**src/rtl/keypad_encoder_if.sv**
```systemverilog
// Keypad pin and control-unit bundle for keypad_encoder.
// master = encoder (drives columns and key outputs); slave = board rows plus the control unit.
interface keypad_encoder_if;
    logic [3:0] Row;
    logic [3:0] Col;
    logic [2:0] value;
    logic [3:0] digit;
    logic       trig;
    logic       KeyHeld;

    modport master (input Row, output Col, value, digit, trig, KeyHeld);
    modport slave  (output Row, input Col, value, digit, trig, KeyHeld);
endinterface

```
**src/rtl/keypad_encoder.sv**
```systemverilog
// 4x4 calculator keypad scanner, debouncer and key-class encoder with registered trig strobe.
// Optional AUTO_REPEAT_EN: held digit keys re-strobe every REPEAT_DLY cycles.
module keypad_encoder #(
    parameter int SCAN_DIV   = 1000,
    parameter int DEB_CYCLES = 20000,
    parameter int TRIG_W     = 4,
    parameter int REPEAT_DLY = 5000000
) (
    input  logic             CLK,
    input  logic             Reset,
    keypad_encoder_if.master kp
);
    localparam int DIV_W = $clog2(SCAN_DIV + 1);
    localparam int DEB_W = $clog2(DEB_CYCLES + 1);
    localparam int TRG_W = $clog2(TRIG_W + 1);

    localparam logic [2:0] S_SCAN   = 3'd0;
    localparam logic [2:0] S_DEB    = 3'd1;
    localparam logic [2:0] S_SETUP  = 3'd2;
    localparam logic [2:0] S_STROBE = 3'd3;
    localparam logic [2:0] S_HOLD   = 3'd4;
    localparam logic [2:0] S_REL    = 3'd5;

    localparam logic [2:0] V_NONE  = 3'd0;
    localparam logic [2:0] V_DIGIT = 3'd1;
    localparam logic [2:0] V_ADD   = 3'd2;
    localparam logic [2:0] V_CE    = 3'd5;
    localparam logic [2:0] V_CA    = 3'd6;

    logic [2:0]       state_q, state_d;
    logic [1:0]       col_q, col_d;
    logic [3:0]       row_q, row_d;
    logic [DIV_W-1:0] div_q, div_d;
    logic [DEB_W-1:0] deb_q, deb_d;
    logic [TRG_W-1:0] trg_q, trg_d;
    logic [2:0]       value_q, value_d;
    logic [3:0]       digit_q, digit_d;
    logic             trig_q, trig_d;
    logic             held_q, held_d;

    logic [1:0]       key_r;
    logic [2:0]       key_v;
    logic [3:0]       key_d;
    logic             unused_key;
    logic             rep_fire;

    function automatic logic [1:0] row_index(input logic [3:0] row_n);
        case (row_n)
            4'b1110: return 2'd0;
            4'b1101: return 2'd1;
            4'b1011: return 2'd2;
            default: return 2'd3;
        endcase
    endfunction

    function automatic logic [2:0] key_value(input logic [1:0] r, input logic [1:0] c);
        if (r != 2'd3) return (c == 2'd3) ? (V_ADD + {1'b0, r}) : V_DIGIT;
        case (c)
            2'd0:    return V_CE;
            2'd1:    return V_DIGIT;
            2'd2:    return V_CA;
            default: return V_NONE;
        endcase
    endfunction

    function automatic logic [3:0] key_digit(input logic [1:0] r, input logic [1:0] c);
        logic [3:0] rr;
        rr = {2'b00, r};
        if (r == 2'd3) return 4'd0;
        return rr + rr + rr + {2'b00, c} + 4'd1;
    endfunction

    assign key_r      = row_index(row_q);
    assign key_v      = key_value(key_r, col_q);
    assign key_d      = key_digit(key_r, col_q);
    // (r3, c3) has no function: it is held and released but never strobed
    assign unused_key = (row_q == 4'b0111) && (col_q == 2'd3);

`ifdef AUTO_REPEAT_EN
    localparam int REP_W = $clog2(REPEAT_DLY + 1);
    logic [REP_W-1:0] rep_q, rep_d;
    logic             rep_ok;

    assign rep_ok   = (value_q == V_DIGIT) && !unused_key;
    assign rep_fire = rep_ok && (rep_q >= REP_W'(REPEAT_DLY - 1));

    // Counts from each strobe entry through STROBE and HOLD, so repeats are REPEAT_DLY apart
    always_comb begin
        rep_d = '0;
        if (rep_ok) begin
            if (state_q == S_STROBE) rep_d = rep_q + 1'b1;
            else if (state_q == S_HOLD && kp.Row != 4'hF && !rep_fire) rep_d = rep_q + 1'b1;
        end
    end

    always_ff @(posedge CLK or posedge Reset) begin
        if (Reset) rep_q <= '0;
        else       rep_q <= rep_d;
    end
`else
    assign rep_fire = (REPEAT_DLY < 0);
`endif

    always_comb begin
        state_d = state_q;
        col_d   = col_q;
        row_d   = row_q;
        div_d   = div_q;
        deb_d   = deb_q;
        trg_d   = trg_q;
        value_d = value_q;
        digit_d = digit_q;
        held_d  = held_q;
        // trig lags the STROBE state by one cycle, so value/digit lead its rising edge
        trig_d  = (state_q == S_STROBE);
        case (state_q)
            S_SCAN: begin
                if (div_q == DIV_W'(SCAN_DIV - 1)) begin
                    div_d = '0;
                    if ($onehot(~kp.Row)) begin
                        row_d   = kp.Row;
                        deb_d   = '0;
                        state_d = S_DEB;
                    end else begin
                        col_d = col_q + 1'b1;
                    end
                end else begin
                    div_d = div_q + 1'b1;
                end
            end
            S_DEB: begin
                if (kp.Row != row_q) begin
                    div_d   = '0;
                    state_d = S_SCAN;
                end else if (deb_q == DEB_W'(DEB_CYCLES - 1)) begin
                    deb_d = '0;
                    if (unused_key) begin
                        held_d  = 1'b1;
                        state_d = S_HOLD;
                    end else begin
                        state_d = S_SETUP;
                    end
                end else begin
                    deb_d = deb_q + 1'b1;
                end
            end
            S_SETUP: begin
                value_d = key_v;
                if (key_v == V_DIGIT) digit_d = key_d;
                held_d  = 1'b1;
                trg_d   = '0;
                state_d = S_STROBE;
            end
            S_STROBE: begin
                if (trg_q == TRG_W'(TRIG_W - 1)) begin
                    trg_d   = '0;
                    state_d = S_HOLD;
                end else begin
                    trg_d = trg_q + 1'b1;
                end
            end
            S_HOLD: begin
                if (kp.Row == 4'hF) begin
                    deb_d   = '0;
                    state_d = S_REL;
                end else if (rep_fire) begin
                    trg_d   = '0;
                    state_d = S_STROBE;
                end
            end
            S_REL: begin
                if (kp.Row != 4'hF) begin
                    deb_d = '0;
                end else if (deb_q == DEB_W'(DEB_CYCLES - 1)) begin
                    deb_d   = '0;
                    div_d   = '0;
                    held_d  = 1'b0;
                    col_d   = col_q + 1'b1;
                    state_d = S_SCAN;
                end else begin
                    deb_d = deb_q + 1'b1;
                end
            end
            default: state_d = S_SCAN;
        endcase
    end

    always_ff @(posedge CLK or posedge Reset) begin
        if (Reset) begin
            state_q <= S_SCAN;
            col_q   <= 2'd0;
            row_q   <= 4'hF;
            div_q   <= '0;
            deb_q   <= '0;
            trg_q   <= '0;
            value_q <= V_NONE;
            digit_q <= 4'd0;
            trig_q  <= 1'b0;
            held_q  <= 1'b0;
        end else begin
            state_q <= state_d;
            col_q   <= col_d;
            row_q   <= row_d;
            div_q   <= div_d;
            deb_q   <= deb_d;
            trg_q   <= trg_d;
            value_q <= value_d;
            digit_q <= digit_d;
            trig_q  <= trig_d;
            held_q  <= held_d;
        end
    end

    assign kp.Col     = ~(4'b0001 << col_q);
    assign kp.value   = value_q;
    assign kp.digit   = digit_q;
    assign kp.trig    = trig_q;
    assign kp.KeyHeld = held_q;
endmodule

```
**src/flat_wrapper.sv**
```systemverilog
// flat-port wrapper written by rule: the top's interface ports become plain ports
module keypad_encoder_flat 
#(
    parameter int SCAN_DIV   = 1000,
    parameter int DEB_CYCLES = 20000,
    parameter int TRIG_W     = 4,
    parameter int REPEAT_DLY = 5000000
)
  (CLK, Reset, kp_Row, kp_Col, kp_value, kp_digit, kp_trig, kp_KeyHeld);
  keypad_encoder_if kp_i ();
  input  logic CLK;
  input  logic Reset;
  input wire logic [$bits(kp_i.Row)-1:0] kp_Row;
  output wire logic [$bits(kp_i.Col)-1:0] kp_Col;
  output wire logic [$bits(kp_i.value)-1:0] kp_value;
  output wire logic [$bits(kp_i.digit)-1:0] kp_digit;
  output wire logic [$bits(kp_i.trig)-1:0] kp_trig;
  output wire logic [$bits(kp_i.KeyHeld)-1:0] kp_KeyHeld;
  assign kp_i.Row = kp_Row;
  assign kp_Col = kp_i.Col;
  assign kp_value = kp_i.value;
  assign kp_digit = kp_i.digit;
  assign kp_trig = kp_i.trig;
  assign kp_KeyHeld = kp_i.KeyHeld;
  keypad_encoder #(.SCAN_DIV(SCAN_DIV), .DEB_CYCLES(DEB_CYCLES), .TRIG_W(TRIG_W), .REPEAT_DLY(REPEAT_DLY)) u_core (.CLK(CLK), .Reset(Reset), .kp(kp_i));
endmodule
```
**config.mk**
```make
export PLATFORM = sky130hd
export DESIGN_NAME = keypad_encoder_flat
export DESIGN_NICKNAME = d
export VERILOG_FILES = /design/src/rtl/keypad_encoder_if.sv /design/src/rtl/keypad_encoder.sv /design/src/flat_wrapper.sv
export SDC_FILE = /design/constraint.sdc
export NUM_CORES = 1
export LEC_CHECK = 0
export ABC_AREA = 1
export BUFFER_PORTS_ARGS = -buffer_cell sky130_fd_sc_hd__buf_2
export CAP_MARGIN = 30
export CORE_ASPECT_RATIO = 1.75
export CORE_UTILIZATION = 30
export CTS_BUF_LIST = sky130_fd_sc_hd__clkbuf_8
export CTS_CLUSTER_SIZE = 28
export DETAILED_ROUTE_END_ITERATION = 10
export PLACE_DENSITY_LB_ADDON = 0.25
export REMOVE_ABC_BUFFERS = 1
export SETUP_SLACK_MARGIN = 0.3
export SKIP_LAST_GASP = 1
export SYNTH_ARGS = -nofsm -noshare
export SYNTH_HDL_FRONTEND = slang
export SYNTH_SLANG_ARGS = --single-unit
```
**constraint.sdc**
```tcl
create_clock -name CLK -period 4.13 [get_ports CLK]
set_input_delay 0 -clock CLK [delete_from_list [all_inputs] [get_ports CLK]]
set_output_delay 0 -clock CLK [all_outputs]
set_load 0.005 [all_outputs]
```
# Word-level counts from Yosys, hierarchy flattened
# Cells that the tools add are included.
# W data, S select, Z words.
[totals] regBits=46 input_bits=6 output_inout_bits=13 elab_cells=118
[op_classes] n_addsub=12 n_eq_ne=34 n_shift=1 n_mux=44 bitwise=2 reduce_logical=15
[op_table] op="$mux W15" n=6
[op_table] op="$pmux W15 S4" n=1
[op_table] op="$mux W10" n=4
[op_table] op="$mux W3" n=13
[op_table] op="$pmux W10 S3" n=1
[op_table] op="$pmux W3 S6" n=1
[op_table] op="$eq A4 B4 Y1 const B" n=4
[op_table] op="$add A15 B1 Y15 const B" n=1
[op_table] op="$eq A15 B15 Y1 const B" n=1
[op_table] op="$ne A2 B1 Y1 const B" n=7
[op_table] op="$add A10 B1 Y10 const B" n=1
[op_table] op="$eq A10 B10 Y1 const B" n=1
[op_table] op="$ne A2 B2 Y1 const B" n=5
[op_table] op="$reduce_and A5 Y1" n=2
[op_table] op="$eq A3 B1 Y1 const B" n=3
[op_table] op="$eq A3 B2 Y1 const B" n=3
[op_table] op="$pmux W3 S3" n=1
[op_table] op="$add A4 B2 Y4" n=2
[op_table] op="$mux W2" n=4
[op_table] op="$mux W4" n=2
[op_table] op="$not A4 Y4" n=2
[op_table] op="$mux W1" n=7
[op_table] op="$reduce_and A7 Y1" n=1
[op_table] op="$eq A2 B2 Y1 const B" n=3
[op_table] op="28 further kinds" n=32

# Logic depth before layout (Yosys ltp)
[logic_depth] ltp_word=8 depth_mapped=15 ltp_nobuf=15

# Worst setup path before layout
# Ideal clock, no wire load.
[synth_path] path_type="register -> register" startpoint="register u_core.row_q[1]" endpoint="register u_core.digit_q[2] (netlist: u_core.kp.digit[2])" setup_ps=66 t_arrival_ps=2202 t_required_ps=4064 setup_slack_ps=1862 stages_incl_launch_ff=12 n_path_buf=0 synth_period_minus_slack_ps=2268 path_cell_list="dfstp_2 > nand2_1 > inv_1 > nand3_1 > ha_1 > ha_1 > or2_2 > ha_1 > xor2_1 > nor2_1 > nand3_1 > nand2_1"
[synth_between] elab_chain_len=8 word_cells_on_any_way=19 classes_between="add/sub (5); eq/ne (6); mux (7); reduce/logical (1)"
[synth_lines] element="start: declaration" line_no="keypad_encoder.sv:32" rtl="logic [3:0] row_q, row_d;"
[synth_lines] element="start signal: assignment" line_no="keypad_encoder.sv:203" rtl="row_q <= row_d;"
[synth_lines] element="$eq A4 B4 Y1" line_no="keypad_encoder.sv:48" rtl="case (row_n)"
[synth_lines] element="$pmux W2 S3 *" line_no="keypad_encoder.sv:48"
[synth_lines] element="parallel branches: the longest is 6 deep, another holds $add A4 B2 Y4"
[synth_lines] element="end signal: assignment" line_no="keypad_encoder.sv:208" rtl="digit_q <= digit_d;"
[synth_lines] element="end: declaration" line_no="keypad_encoder.sv:37" rtl="logic [3:0] digit_q, digit_d;"
# Every way passes the cells marked *. The select of a mux whose other input is x is not followed.
# A chain may end at the register's enable or synchronous reset.

# Final worst setup path
[layout_path] startpoint="input port kp_Row[1]" endpoint="register u_core.deb_q[10]"
[layout_between] elab_chain_len=6 word_cells_on_any_way=13 classes_between="add/sub (2); eq/ne (7); mux (2); bitwise (1); reduce/logical (1)"
[layout_lines] element="start: declaration" line_no="flat_wrapper.sv:13" rtl="input wire logic [$bits(kp_i.Row)-1:0] kp_Row;"
[layout_lines] element="$not A4 Y4" line_no="keypad_encoder.sv:120" rtl="if ($onehot(~kp.Row)) begin"
[layout_lines] element="$add A1 B1 Y2 (not written as such)" line_no="keypad_encoder.sv:120"
[layout_lines] element="$add A3 B3 Y3 (not written as such)" line_no="keypad_encoder.sv:120"
[layout_lines] element="$eq A3 B1 Y1" line_no="keypad_encoder.sv:120"
[layout_lines] element="$ne A2 B1 Y1 (no source line)"
[layout_lines] element="$reduce_and A5 Y1 (no source line)"
[layout_lines] element="end signal: assignment" line_no="keypad_encoder.sv:194" rtl="deb_q <= '0;"
[layout_lines] element="end signal: assignment" line_no="keypad_encoder.sv:205" rtl="deb_q <= deb_d;"
[layout_lines] element="end: declaration" line_no="keypad_encoder.sv:34" rtl="logic [DEB_W-1:0] deb_q, deb_d;"
# Several ways; a longest one is shown, not always the timed one.

==> impl_results.html <==
<table>
<tr><th>Metric</th><th>Value</th></tr>
<tr><th colspan="2">Worst setup path</th></tr>
<tr><td>Reg2Reg Capture Point</td><td>u_core.kp.digit[3]$_DFFE_PP0P_</td></tr>
<tr><td>Cells traversed along the worst timing path</td><td>dlygate4sd3_1 -&gt; buf_2 -&gt; inv_1 -&gt; ha_1 -&gt; ha_1 -&gt; fa_1 -&gt; nor2_1 -&gt; nand2_1 -&gt; nand2_4 -&gt; nand2_4 -&gt; clkinv_4 -&gt; nand2_4 -&gt; nor2_8 -&gt; o21ai_0 -&gt; nand2_1 -&gt; inv_1</td></tr>
<tr><td>Setup slack on the worst flop-to-flop path</td><td>1700 ps</td></tr>
<tr><td>Critical Path Sink</td><td>u_core.deb_q[10]$_DFFE_PP0P_</td></tr>
<tr><td>Most frequent CP cell</td><td>sky130_fd_sc_hd__nand2_4</td></tr>
<tr><td>Critical Path Max Stage Delay</td><td>530 ps</td></tr>
<tr><td>Startpoint-to-endpoint class of the critical path</td><td>input port to register</td></tr>
<tr><td>Worst Setup Start Kind</td><td>input port</td></tr>
<tr><td>Slowest cell on the critical path</td><td>sky130_fd_sc_hd__dlygate4sd3_1</td></tr>
<tr><td>First element of the critical path</td><td>kp_Row[1]</td></tr>
<tr><td>Logic depth of the worst register-to-register path</td><td>11</td></tr>
<tr><td>Crit path required time</td><td>4350 ps</td></tr>
<tr><td>Data arrival at the endpoint of the critical path</td><td>2700 ps</td></tr>
<tr><td>Launching point of the worst reg2reg path</td><td>u_core.row_q[0]$_DFFE_PP1P_</td></tr>
<tr><td>Largest fanout on the critical path</td><td>14</td></tr>
<tr><td>Crit. End Element</td><td>register</td></tr>
<tr><th colspan="2">Floorplan</th></tr>
<tr><td>Horizontal die dimension</td><td>between 80 and 90 um</td></tr>
<tr><td>Floorplan die area</td><td>roughly 12,000 um^2</td></tr>
<tr><td>Initial core utilization</td><td>0.3095</td></tr>
<tr><td>Die span in y</td><td>~140 um</td></tr>
<tr><td>Core Box Area</td><td>~11,000 um^2</td></tr>
<tr><td># IOs</td><td>19</td></tr>
<tr><td>Number of placement rows</td><td>51</td></tr>
<tr><th colspan="2">Timing</th></tr>
<tr><td>Final slew viol count</td><td>0</td></tr>
<tr><td>Worst setup skew after layout</td><td>7.726 ps</td></tr>
<tr><td>Final-report hold violation count</td><td>0</td></tr>
<tr><td>Transition time of the tightest slew-check pin</td><td>684.1 ps</td></tr>
<tr><td>Total Neg Setup Slack</td><td>0 ps</td></tr>
<tr><td>Remaining max-slew budget at the tightest pin</td><td>0.5391</td></tr>
<tr><td>F_max</td><td>402.1 MHz</td></tr>
<tr><td>Setup repair after global routing missed its margin</td><td>false</td></tr>
<tr><td>Min cycle time layout</td><td>2487 ps</td></tr>
<tr><td>Tcrit/Tclk final</td><td>0.6021</td></tr>
<tr><td>Final setup viols</td><td>0</td></tr>
<tr><th colspan="2">Global route</th></tr>
<tr><td>Via count of the first global-routing pass</td><td>3,079</td></tr>
<tr><td>Total gr overflow</td><td>0</td></tr>
<tr><td>Initial antenna violation count</td><td>0</td></tr>
<tr><td>Largest net degree at the start of global routing</td><td>38</td></tr>
<tr><td>Total track usage</td><td>0.1472</td></tr>
<tr><td>Global-route wire length before repair</td><td>14,170 um</td></tr>
<tr><th colspan="2">Clock network</th></tr>
<tr><td>Setup bufs post-CTS</td><td>0</td></tr>
<tr><td>Clock latency at the later pin of the worst-skew pair</td><td>around 320 ps</td></tr>
<tr><td>Number of CTS-inserted buffers</td><td>5</td></tr>
<tr><td>Total number of H-tree levels</td><td>2</td></tr>
<tr><td>Clk sink count</td><td>46</td></tr>
<tr><td>Resize count post-CTS</td><td>0</td></tr>
<tr><td>Register clock-pin slew on the reported worst setup and hold paths</td><td>90 ps</td></tr>
<tr><td>Root cell of the clock tree</td><td>sky130_fd_sc_hd__clkbuf_8</td></tr>
<tr><td>Clock buffer depth</td><td>2</td></tr>
<tr><td>Post-cts hold buffer count</td><td>5</td></tr>
<tr><td>CTS tree</td><td>yes</td></tr>
<tr><th colspan="2">Logic synthesis</th></tr>
<tr><td>Simple-gate share of the synthesized area</td><td>0.3783</td></tr>
<tr><td>Synth Register Bits</td><td>46</td></tr>
<tr><td>Area fraction in compound gates after synthesis</td><td>0.1102</td></tr>
<tr><td>Synthesized instance count</td><td>478</td></tr>
<tr><td>Mux cell area share after synthesis</td><td>0</td></tr>
<tr><td>Post-synthesis sequential area ratio</td><td>0.3326</td></tr>
<tr><td>Synth cell types</td><td>40</td></tr>
<tr><td>Combinational family with the most area after synthesis</td><td>simple AND/OR/NAND/NOR gates</td></tr>
<tr><td>Combined area of all synthesized cells</td><td>3476 um^2</td></tr>
<tr><td>Primary flip-flop cell chosen by synthesis mapping</td><td>sky130_fd_sc_hd__dfrtp_1</td></tr>
<tr><td>Average instance area after synthesis</td><td>7.272 um^2</td></tr>
<tr><td>Share of flip-flops with an asynchronous set or reset after synthesis</td><td>1.000</td></tr>
<tr><td>Synth Area in Adders</td><td>0.07631</td></tr>
<tr><td>Post-synth EDFFs</td><td>0</td></tr>
<tr><td>XOR/XNOR Fraction of Synth Area</td><td>0.01008</td></tr>
<tr><td>Count of synthesis-stage warnings from yosys</td><td>0</td></tr>
<tr><th colspan="2">Power</th></tr>
<tr><td>Fraction of power consumed by the clock network</td><td>0.184</td></tr>
<tr><td>Share of total power consumed by net switching</td><td>0.4721</td></tr>
<tr><td>Fraction of power consumed by sequential logic</td><td>0.322</td></tr>
<tr><td>Power per standard cell area</td><td>495.2 nW/um^2</td></tr>
<tr><td>Logic gate share of total power</td><td>0.493</td></tr>
<tr><td>Internal power consumption</td><td>1.003 mW</td></tr>
<tr><td>Cell leakage power</td><td>1.833 nW</td></tr>
<tr><td>Net switching power</td><td>0.8968 mW</td></tr>
<tr><td>IR Drop Worst-Case VDD</td><td>around 0.24 mV</td></tr>
<tr><th colspan="2">Detailed routing</th></tr>
<tr><td>Met1 wire length</td><td>3181 um</td></tr>
<tr><td>Via-to-Cell Ratio</td><td>4.877</td></tr>
<tr><td>Final Routed Wirelength</td><td>about 8300 um</td></tr>
<tr><td>Highest metal used</td><td>met4</td></tr>
<tr><td>Detail Route met3 WL</td><td>about 240 um</td></tr>
<tr><td>Via Count</td><td>3,092</td></tr>
<tr><td>Number of violations reported at the end of detailed-routing iteration 0</td><td>124</td></tr>
<tr><td>Met2 Routed Length</td><td>4662 um</td></tr>
<tr><td>DRC violation count after routing</td><td>0</td></tr>
<tr><td>Remaining number of nets flagged by the antenna check after routing</td><td>0</td></tr>
<tr><td>Average wire per cell in the routed design</td><td>around 13 um</td></tr>
<tr><td>DR pass1 iterations</td><td>7</td></tr>
<tr><th colspan="2">Run status</th></tr>
<tr><td>Status</td><td>finished, final reports clean</td></tr>
<tr><th colspan="2">Layout</th></tr>
<tr><td>Fill cell count</td><td>~1,200</td></tr>
<tr><td>Antenna diode instance count</td><td>0</td></tr>
<tr><td>Synth-to-Final Area Change</td><td>10.37%</td></tr>
<tr><td>Post-route insts no fill</td><td>around 630</td></tr>
<tr><td>Layout net count</td><td>527</td></tr>
<tr><td>Fraction of final layout cells with drive strength greater than 1</td><td>0.1594</td></tr>
<tr><th colspan="2">Hold path</th></tr>
<tr><td>Class of the tightest hold or removal check</td><td>input port to asynchronous set/reset pin</td></tr>
<tr><th colspan="2">Place</th></tr>
<tr><td>Number of cells after detailed placement</td><td>621</td></tr>
<tr><td>Weighted congestion at the end of routability-driven global placement</td><td>0.8280</td></tr>
<tr><td>Count of buffers from port buffering</td><td>18</td></tr>
<tr><td>HPWL after detailed placement</td><td>6366 um</td></tr>
<tr><th colspan="2">Flow run</th></tr>
<tr><td>Number of maximum-capacitance constraint violations</td><td>0</td></tr>
</table>
worst max-delay path: cells and delay by family:
kind,cells,cell delay (ps)
fa+ha+maj,3,890
simple gates,7,810
compound gates,1,140
buf+inv,5,860
sequential cells by signal, indices dropped and copies added, names as in the netlist:
name / count
u_core.col_q: 2
u_core.deb_q: 15
u_core.div_q: 10
u_core.kp.KeyHeld: 1
u_core.kp.digit: 4
u_core.kp.trig: 1
u_core.kp.value: 3
u_core.row_q: 4
u_core.state_q: 3
u_core.trg_q: 3
cells in the final DEF (no fill, tap or decap), types with 3 or more instances in the layout:
cell type	Yosys	routed
sky130_fd_sc_hd__nand2_4	8	8
sky130_fd_sc_hd__inv_1	54	55
sky130_fd_sc_hd__nand3_1	39	39
sky130_fd_sc_hd__ha_1	18	18
sky130_fd_sc_hd__xor2_1	3	3
sky130_fd_sc_hd__inv_2	6	7
sky130_fd_sc_hd__a21oi_1	6	6
sky130_fd_sc_hd__dlygate4sd3_1	0	5
sky130_fd_sc_hd__nor2_1	51	51
sky130_fd_sc_hd__nand2_2	4	4
sky130_fd_sc_hd__dfrtp_1	42	42
sky130_fd_sc_hd__nand2_1	143	143
sky130_fd_sc_hd__dfstp_2	4	4
sky130_fd_sc_hd__o21ai_0	16	16
sky130_fd_sc_hd__o21ai_2	17	17
sky130_fd_sc_hd__nor2_2	3	3
sky130_fd_sc_hd__o21bai_1	3	3
sky130_fd_sc_hd__clkbuf_8	0	5
sky130_fd_sc_hd__nand4_1	21	21
sky130_fd_sc_hd__nor2_8	3	3
sky130_fd_sc_hd__buf_2	2	18
sky130_fd_sc_hd__o21ai_1	4	4
layout make-up:
type | count | area (um^2) | area share
repair buffers | 24 | 160.2 | 0.04175
clock buffers | 5 | 68.82 | 0.01794
well taps | 132 | 165.2 | 0.04305
multi-input cells | 360 | 1998 | 0.5209
inverters | 64 | 250.2 | 0.06523
flip-flops and latches | 46 | 1156 | 0.3014
clock inverters | 3 | 37.54 | 0.009785
cells in the mapped netlist, drive strengths merged (3+ instances only):
cell,number,area share
dfstp,4,0.030
nand3,39,0.056
o21ai,38,0.076
a21oi,6,0.0086
o21bai,3,0.0065
nand4,21,0.038
nand2,155,0.19
buf,6,0.018
xor2,3,0.0076
nor2,59,0.084
ha,18,0.065
dfrtp,42,0.30
inv,62,0.068
logic make-up (layout without fill, tap and decap cells):
| group | Yosys count | in the layout |
|---|---|---|
| AO/OA/AOI/OAI | 55 | 55 |
| XOR/XNOR | 4 | 4 |
| adder cells (fa/ha/maj) | 20 | 20 |
| buffers and inverters | 72 | 96 |
| flip-flops | 46 | 46 |
| AND/OR/NAND/NOR | 281 | 281 |
routing by layer:
layer / vias up / track usage
met5: - / 0
met2: 49 / 0.2929
met4: 0 / 0.07623
li1: 1585 / -
met3: 13 / 0.01884
met1: 1445 / 0.1470
worst min path at each step:
| stage | startpoint | to | slack, ps | cells after the start |
|---|---|---|---|---|
| final | Reset | u_core.div_q[7]$_DFFE_PP0P_ | 140 | 3 |
| after global routing | Reset | u_core.trg_q[1]$_DFFE_PP0P_ | 160 | 3 |
| after CTS | Reset | u_core.trg_q[1]$_DFFE_PP0P_ | 140 | 3 |
| after detailed placement | Reset | u_core.div_q[7]$_DFFE_PP0P_ | -60 | 2 |
| after global placement | kp_Row[0] | u_core.row_q[0]$_DFFE_PP1P_ | 310 | 3 |
| after floorplan | kp_Row[3] | u_core.row_q[3]$_DFFE_PP1P_ | 150 | 2 |
metrics by stage:
step	power, mW	utilization	hold slack [ps]	cell area, um^2	setup slack (ps)
floorplan	1.325	-	154.4	3405	1862
global placement	1.549	0.3259	310.8	3660	1764
detailed placement	1.567	0.3277	-56.87	3680	1717
CTS	1.926	0.3416	140.7	3836	1641
global route	2.056	0.3416	157.0	3836	1459
finish	1.900	0.3416	140.1	3836	1643
power by group through the flow:
stage          Combinational (mW)  Clock (mW)  Sequential [mW]
3_5_place_dp                0.946           0            0.621
6_report                    0.937       0.350            0.613
5_1_grt                      1.06       0.370            0.626
2_1_floorplan               0.724           0            0.601
4_1_cts                     0.952       0.361            0.613
3_3_place_gp                0.929           0            0.620
(Power assumes the default switching activity.)
